### config.mk
export PLATFORM = sky130hd
export DESIGN_NAME = seq_divider
export DESIGN_NICKNAME = d
export VERILOG_FILES = /design/src/rtl/seq_divider.sv
export SDC_FILE = /design/constraint.sdc
export NUM_CORES = 1
export LEC_CHECK = 0
export CORE_MARGIN = 3
export CORE_UTILIZATION = 25
export DETAILED_ROUTE_END_ITERATION = 8
export HOLD_SLACK_MARGIN = 0.08
export SLEW_MARGIN = 20
export SYNTH_ARGS = -nofsm -noshare
export SYNTH_HDL_FRONTEND = slang
export SYNTH_SLANG_ARGS = --single-unit
export TNS_END_PERCENT = 30
### constraint.sdc
create_clock -name clk -period 3.33 [get_ports clk]
set_input_delay 0.8325 -clock clk [delete_from_list [all_inputs] [get_ports clk]]
set_output_delay 0.8325 -clock clk [all_outputs]
set_load 0.01 [all_outputs]
### src/rtl/seq_divider.sv
// Multi-cycle restoring divider: one trial subtraction per clock, W clocks per operation.
// Optional macro DIV_SIGNED_EN selects two's-complement operands (default build is unsigned).
module seq_divider #(
  parameter int W     = 16,
  parameter int CNT_W = 5
) (
  input  logic         clk,
  input  logic         rst_n,
  input  logic         in_valid,
  output logic         in_ready,
  input  logic [W-1:0] dividend,
  input  logic [W-1:0] divisor,
  output logic         out_valid,
  input  logic         out_ready,
  output logic [W-1:0] quotient,
  output logic [W-1:0] remainder,
  output logic         div_by_zero,
  output logic         busy
);

  // Handshake: a transfer happens on a rising edge where valid && ready are both high;
  // in_ready is high only in IDLE, out_valid holds with stable results until taken.
  typedef enum logic [1:0] {IDLE, RUN, DONE} state_t;

  localparam logic [CNT_W-1:0] LAST_CNT = CNT_W'(W - 1);

  state_t          state;
  logic [W-1:0]    rem_r;
  logic [W-1:0]    q_r;
  logic [W-1:0]    dsr_r;
  logic [CNT_W-1:0] cnt;
  logic            neg_q;
  logic            neg_r;

  logic [W:0]      trial;
  logic [W-1:0]    rem_nxt;
  logic [W-1:0]    q_nxt;
  logic [W-1:0]    q_fin;
  logic [W-1:0]    r_fin;
  logic [W-1:0]    a_mag;
  logic [W-1:0]    b_mag;
  logic            a_neg;
  logic            b_neg;

  always_comb begin
    trial   = {rem_r, q_r[W-1]} - {1'b0, dsr_r};
    rem_nxt = {rem_r[W-2:0], q_r[W-1]};
    q_nxt   = {q_r[W-2:0], 1'b0};
    if (!trial[W]) begin
      rem_nxt = trial[W-1:0];
      q_nxt   = {q_r[W-2:0], 1'b1};
    end
  end

`ifdef DIV_SIGNED_EN
  // Magnitude of the most-negative value is itself, which reads correctly as unsigned.
  always_comb begin
    a_neg = dividend[W-1];
    b_neg = divisor[W-1];
    a_mag = a_neg ? (~dividend + 1'b1) : dividend;
    b_mag = b_neg ? (~divisor + 1'b1) : divisor;
    q_fin = neg_q ? (~q_nxt + 1'b1) : q_nxt;
    r_fin = neg_r ? (~rem_nxt + 1'b1) : rem_nxt;
  end
`else
  always_comb begin
    a_neg = 1'b0;
    b_neg = 1'b0;
    a_mag = dividend;
    b_mag = divisor;
    q_fin = q_nxt;
    r_fin = rem_nxt;
  end
`endif

  assign in_ready = (state == IDLE);
  assign busy     = (state != IDLE);

  always_ff @(posedge clk or negedge rst_n) begin
    if (!rst_n) begin
      state       <= IDLE;
      rem_r       <= '0;
      q_r         <= '0;
      dsr_r       <= '0;
      cnt         <= '0;
      neg_q       <= 1'b0;
      neg_r       <= 1'b0;
      out_valid   <= 1'b0;
      quotient    <= '0;
      remainder   <= '0;
      div_by_zero <= 1'b0;
    end else begin
      case (state)
        IDLE: begin
          if (in_valid) begin
            cnt <= '0;
            if (divisor == '0) begin
              quotient    <= '1;
              remainder   <= dividend;
              div_by_zero <= 1'b1;
              out_valid   <= 1'b1;
              state       <= DONE;
            end else begin
              rem_r       <= '0;
              q_r         <= a_mag;
              dsr_r       <= b_mag;
              neg_q       <= a_neg ^ b_neg;
              neg_r       <= a_neg;
              div_by_zero <= 1'b0;
              state       <= RUN;
            end
          end
        end
        RUN: begin
          rem_r <= rem_nxt;
          q_r   <= q_nxt;
          cnt   <= cnt + 1'b1;
          if (cnt == LAST_CNT) begin
            quotient  <= q_fin;
            remainder <= r_fin;
            out_valid <= 1'b1;
            state     <= DONE;
          end
        end
        DONE: begin
          if (out_ready) begin
            out_valid <= 1'b0;
            state     <= IDLE;
          end
        end
        default: state <= IDLE;
      endcase
    end
  end

endmodule

# Word level (Yosys, flattened, before mapping)
# Cells that the tools add are included.
[totals] regBits=89 in_bits=36
[classes] n_addsub=2 n_eq_ne=8 muxes=29 n_bitwise=1 n_reduce_logical=12
[op_table] operator="16-bit 2-to-1 mux" count=11
[op_table] operator="16-bit one-hot mux with 2 select lines" count=4
[op_table] operator="17-bit by 16-bit subtractor with 17-bit output" count=1
[op_table] operator="16-bit zero test" count=1
[op_table] operator="5-bit one-hot mux with 2 select lines" count=1
[op_table] operator="3-bit AND reduction" count=3
[op_table] operator="2-bit 2-to-1 mux" count=4
[op_table] operator="2-bit != test (second input constant)" count=4
[op_table] operator="1-bit 2-to-1 mux" count=6
[op_table] operator="2-bit one-hot mux with 3 select lines" count=1
[op_table] operator="5-bit by 1-bit adder with 5-bit output (second input constant)" count=1
[op_table] operator="5-bit by 4-bit == test with 1-bit output (second input constant)" count=1
[op_table] operator="5-bit 2-to-1 mux" count=1
[op_table] operator="5-bit AND reduction" count=1
[op_table] operator="2-bit AND reduction" count=2
[op_table] operator="4-bit AND reduction" count=1
[op_table] operator="2-bit nonzero test" count=2
[op_table] operator="1-bit one-hot mux with 3 select lines" count=1
[op_table] operator="3-bit nonzero test" count=1
[op_table] operator="2-bit by 1-bit == test with 1-bit output (second input constant)" count=1
[op_table] operator="2-bit == test (second input constant)" count=1
[op_table] operator="2-bit zero test" count=1
[op_table] operator="2-bit by 1-bit != test with 1-bit output (second input constant)" count=1
[op_table] operator="1-bit NOT" count=1

# Depth between registers and ports, before layout
[depth] ltp_word=4 ltp_mapped=11 ltp_nobuf=10

# Worst setup path before layout
# Ideal clock, no wire load.
[synth_timing] path_kind="register to register" startpoint="register q_r[15]" endpoint="register remainder[0]" setup_time_ns=0.082 arrival_ns=2.478 required_ns=3.248 setup_slack_ns=0.770 stages_incl_launch_ff=11 path_buffers=0 period_less_slack_ns=2.560 cell_sequence="dfrtp_1 inv_1 ha_1 fa_1 nand2b_1 a21oi_1 o21ai_2 o21a_4 xor2_2 mux2_4 o22ai_1"
[synth_between] elab_chain_len=4
[synth_lines] item="start: declaration" line="29" source="logic [W-1:0] q_r;"
[synth_lines] item="start signal: assignment" line="105" source="q_r <= a_mag;"
[synth_lines] item="start signal: assignment" line="116" source="q_r <= q_nxt;"
[synth_lines] item="17-bit by 16-bit subtractor with 17-bit output" line="46" source="trial = {rem_r, q_r[W-1]} - {1'b0, dsr_r};"
[synth_lines] item="16-bit 2-to-1 mux (*)" line="49" source="if (!trial[W]) begin"
[synth_lines] item="16-bit 2-to-1 mux (*)" line="118" source="if (cnt == LAST_CNT) begin"
[synth_lines] item="16-bit one-hot mux with 2 select lines (*)" line="93" source="case (state)"
[synth_lines] item="end signal: assignment" line="99" source="remainder <= dividend;"
[synth_lines] item="end signal: assignment" line="120" source="remainder <= r_fin;"
[synth_lines] item="end: declaration" line="16" source="output logic [W-1:0] remainder,"
# Every way passes the cells marked *; elsewhere a longest branch is shown, timed or not. The select of a mux whose other input is x is not followed.
# A chain may end at the register's enable or synchronous reset.

# Final worst setup path
[layout_timing] startpoint="register q_r[15]" endpoint="register remainder[13]"
[layout_between] elab_chain_len=4
[layout_lines] item="17-bit by 16-bit subtractor with 17-bit output" line="46"
[layout_lines] item="16-bit 2-to-1 mux" line="49"
[layout_lines] item="16-bit 2-to-1 mux" line="118"
[layout_lines] item="16-bit one-hot mux with 2 select lines" line="93"
# Every way passes these cells. The select of a mux whose other input is x is not followed.

==> impl_metrics.json <==
{
  "outcome": "completed",
  "hold_buffers": 0,
  "drv_cap": 0,
  "setup_viol_count_final": 0,
  "start_util_pct": 25.9,
  "antenna_found_initial": 0,
  "p_int_w": 0.00429,
  "synth_cells": 504,
  "critPathMaxFanout": 5,
  "tns_ns": 0,
  "fin_crit_ns": 2.88,
  "dpl.hpwl_um": 10200,
  "p_clk_share_pct": 13.9,
  "insertion_delay_ns": 0.35,
  "async_reset_ff_share_pct": 100,
  "synth_enable_flop_cells": 0,
  "layout_common_cells": "dfrtp_1, clkdlybuf4s50_1, nand2_1",
  "drc": 0,
  "die_area_um2": 21500,
  "ys_ff_latch": 89,
  "crit_end": "remainder[13]",
  "ys_seq_area_share_pct": 45.0,
  "seq_power_share_pct": 26.9,
  "drt_iter0_drc": 317,
  "ant_nets": 0,
  "grt_pass1_vias": 4068,
  "rows": 50,
  "io_buffers": 71,
  "total_power_w": 0.00762,
  "clockRootBuffer": "clkbuf_16",
  "sw_frac_of_total_pct": 43.7,
  "ff2ff_path_depth": 11,
  "cts_max_level": 3,
  "period_share_pct": 86.6,
  "place.gp.congestion": 0.856,
  "clk_pin_slew_ns": 0.07,
  "relSlewSlack_pct": 49.5,
  "critPathCaptureType": "flop",
  "cts_made_buffers": 9,
  "final_common_cell": "dfrtp_1",
  "area_growth_pct": 27.5,
  "comb_power_share_pct": 59.2,
  "r2r_setup_slack_ns": 0.45,
  "wl_per_cell_um": 16.0,
  "drt_pre_antenna_iters": 4,
  "fill_cells": 1946,
  "tritoncts": "built",
  "rsz0062_at_grt": "no",
  "cp-startpoint": "q_r[15]",
  "r2r-start": "q_r[15]",
  "avgSynthCellArea_um2": 9.82,
  "ctsResizeCount": 0,
  "drv_slew": 0,
  "vias": 3997,
  "drive_gt1_share_pct": 12.4,
  "timing.rr.end": "remainder[13]",
  "finClkSkew_ns": 0.0158,
  "ys_types": 59,
  "tightest_slew_ns": 0.756,
  "io_pins": 72,
  "core_um2": 19100,
  "hold_viol": 0,
  "syn_area_um2": 4950,
  "worstHoldPathType": "reg -> reg",
  "p_leak_nw": 2.68,
  "power.density_nw_per_um2": 1210,
  "gr-total-overflow": 0,
  "n_antenna_cell": 0,
  "cts_sinks": 89,
  "post-cts-setup-buffers": 0,
  "totalWireLength_um": 13400,
  "grt_max_degree": 53,
  "grt_usage_pct": 12.4,
  "critical_path_class": "reg -> reg",
  "clock.fmax_ghz": 0.347,
  "ys.warnings.count": 0,
  "vias_per_cell": 4.76,
  "critical_path_required_ns": 3.56,
  "synth_flop_cell": "dfrtp_1",
  "grt_pass1_wl_um": 21400,
  "max-vdd-ir-drop_mv": 0.491,
  "cp-start-kind": "flop",
  "nNetsFinal": 629,
  "ctsLongestPathBuffers": 2,
  "die_h_um": 147,
  "arrival_ns": 3.11,
  "synth.net_count": 559,
  "net-switching-power_w": 0.00333,
  "fp.dieW_um": 147
}
## metrics by stage
| step | cell area (µm²) | util (%) | worst slack [ns] | std cells | hold slack, ns |
|---|---|---|---|---|---|
| after floorplan | 4950 | - | 0.770 | 504 | 0.450 |
| after global placement | 6000 | 31.5 | 0.289 | 823 | 0.467 |
| after detailed placement | 6000 | 31.5 | 0.268 | 823 | 0.479 |
| after CTS | 6310 | 33.1 | 0.422 | 839 | 0.495 |
| after global routing | 6310 | 33.1 | 0.267 | 839 | 0.527 |
| final | 6310 | 33.1 | 0.445 | 839 | 0.486 |
## metal layers
metal | up-vias | part of all wire [%] | global-route usage (%) | routed length, µm
li1 | 1963 | - | - | -
met1 | 1945 | 45 | 15.9 | 6030
met2 | 74 | 50 | 20.9 | 6660
met3 | 15 | 3.8 | 2.75 | 514
met4 | 0 | 1.5 | 3.81 | 204
met5 | - | 0 | 0 | 0
## power groups by stage
| stage | Clock [W] | Sequential (W) | Combinational [W] |
|---|---|---|---|
| finish | 0.00106 | 0.00205 | 0.00451 |
| global route | 0.00112 | 0.00212 | 0.00501 |
| CTS | 0.00109 | 0.00206 | 0.00457 |
| detailed placement | 0 | 0.00208 | 0.00455 |
| global placement | 0 | 0.00207 | 0.00449 |
| floorplan | 0 | 0.00200 | 0.00325 |
## synth_stat cells, types with 2 or more instances
cell,number,share of area [%]
nor2_1,26,2.0
a41oi_2,5,1.6
mux2i_1,21,4.2
a31oi_1,2,0.25
buf_4,2,0.30
mux2_2,17,3.9
a22o_1,2,0.35
and3_1,2,0.25
nand3_1,22,2.2
a21oi_1,29,2.9
nand2b_1,5,0.63
a21o_1,5,0.76
o22a_1,17,3.0
o21ai_1,11,1.1
clkbuf_1,20,1.5
nand3_2,5,1.0
nor4_1,4,0.51
a41oi_1,3,0.53
dfrtp_1,89,45
o21ai_0,47,4.8
inv_1,23,1.7
xor2_1,5,0.88
nor2b_1,4,0.51
ha_1,18,4.5
nand4_1,3,0.38
a32oi_1,3,0.53
a22oi_1,3,0.45
xnor2_1,6,1.1
nand2_1,54,4.1
o21a_1,4,0.61
nor3_1,6,0.61
o22ai_1,5,0.63
buf_2,4,0.40
a211oi_1,2,0.30
o211ai_1,6,0.91
## layout make-up
class / instances / area (µm²) / share of cell area (%)
clock buffer: 9 / 225 / 3.57
clock inverter: 7 / 82.6 / 1.31
inverter: 23 / 86.3 / 1.37
multi-input combinational: 364 / 2510 / 39.8
sequential: 89 / 2230 / 35.3
tap: 260 / 325 / 5.15
timing repair buffer: 87 / 853 / 13.5
## worst min-delay path by stage
stage | start | cells past startpoint | end | slack [ns]
6_report | cnt[4] | 2 | cnt[4] | 0.49
5_1_grt | dsr_r[3] | 1 | dsr_r[3] | 0.53
4_1_cts | cnt[4] | 2 | cnt[4] | 0.49
3_5_place_dp | cnt[4] | 2 | cnt[4] | 0.48
3_3_place_gp | cnt[4] | 2 | cnt[4] | 0.47
2_1_floorplan | cnt[4] | 2 | cnt[4] | 0.45
## sequential cells by signal, indices dropped and copies added, names as in the netlist
register / flops
state: 2
rem_r: 16
quotient: 16
q_r: 16
div_by_zero: 1
cnt: 5
out_valid: 1
remainder: 16
dsr_r: 16
## worst max-delay path, stage by stage (launching register included)
cell and delay, ns:
dfrtp_1 0.35, inv_1 0.08, ha_1 0.22, fa_1 0.40, nand2b_1 0.18, a21oi_1 0.25, o21ai_2 0.15, o21a_4 0.27
xnor2_4 0.25, buf_4 0.21, mux2i_1 0.32, o21ai_1 0.10
## logic make-up (layout without fill, tap and decap cells)
| kind of cell | count (synthesis) | after routing | synth area share [%] |
|---|---|---|---|
| compound gates | 153 | 153 | 20.7 |
| simple gates | 140 | 140 | 13.6 |
| mux | 39 | 39 | 8.42 |
| buf+inv | 51 | 126 | 4.50 |
| xor+xnor | 13 | 13 | 2.83 |
| fa+ha+maj | 19 | 19 | 4.95 |
| flops | 89 | 89 | 45.0 |
No activity file was read; power rests on OpenSTA's default activity.
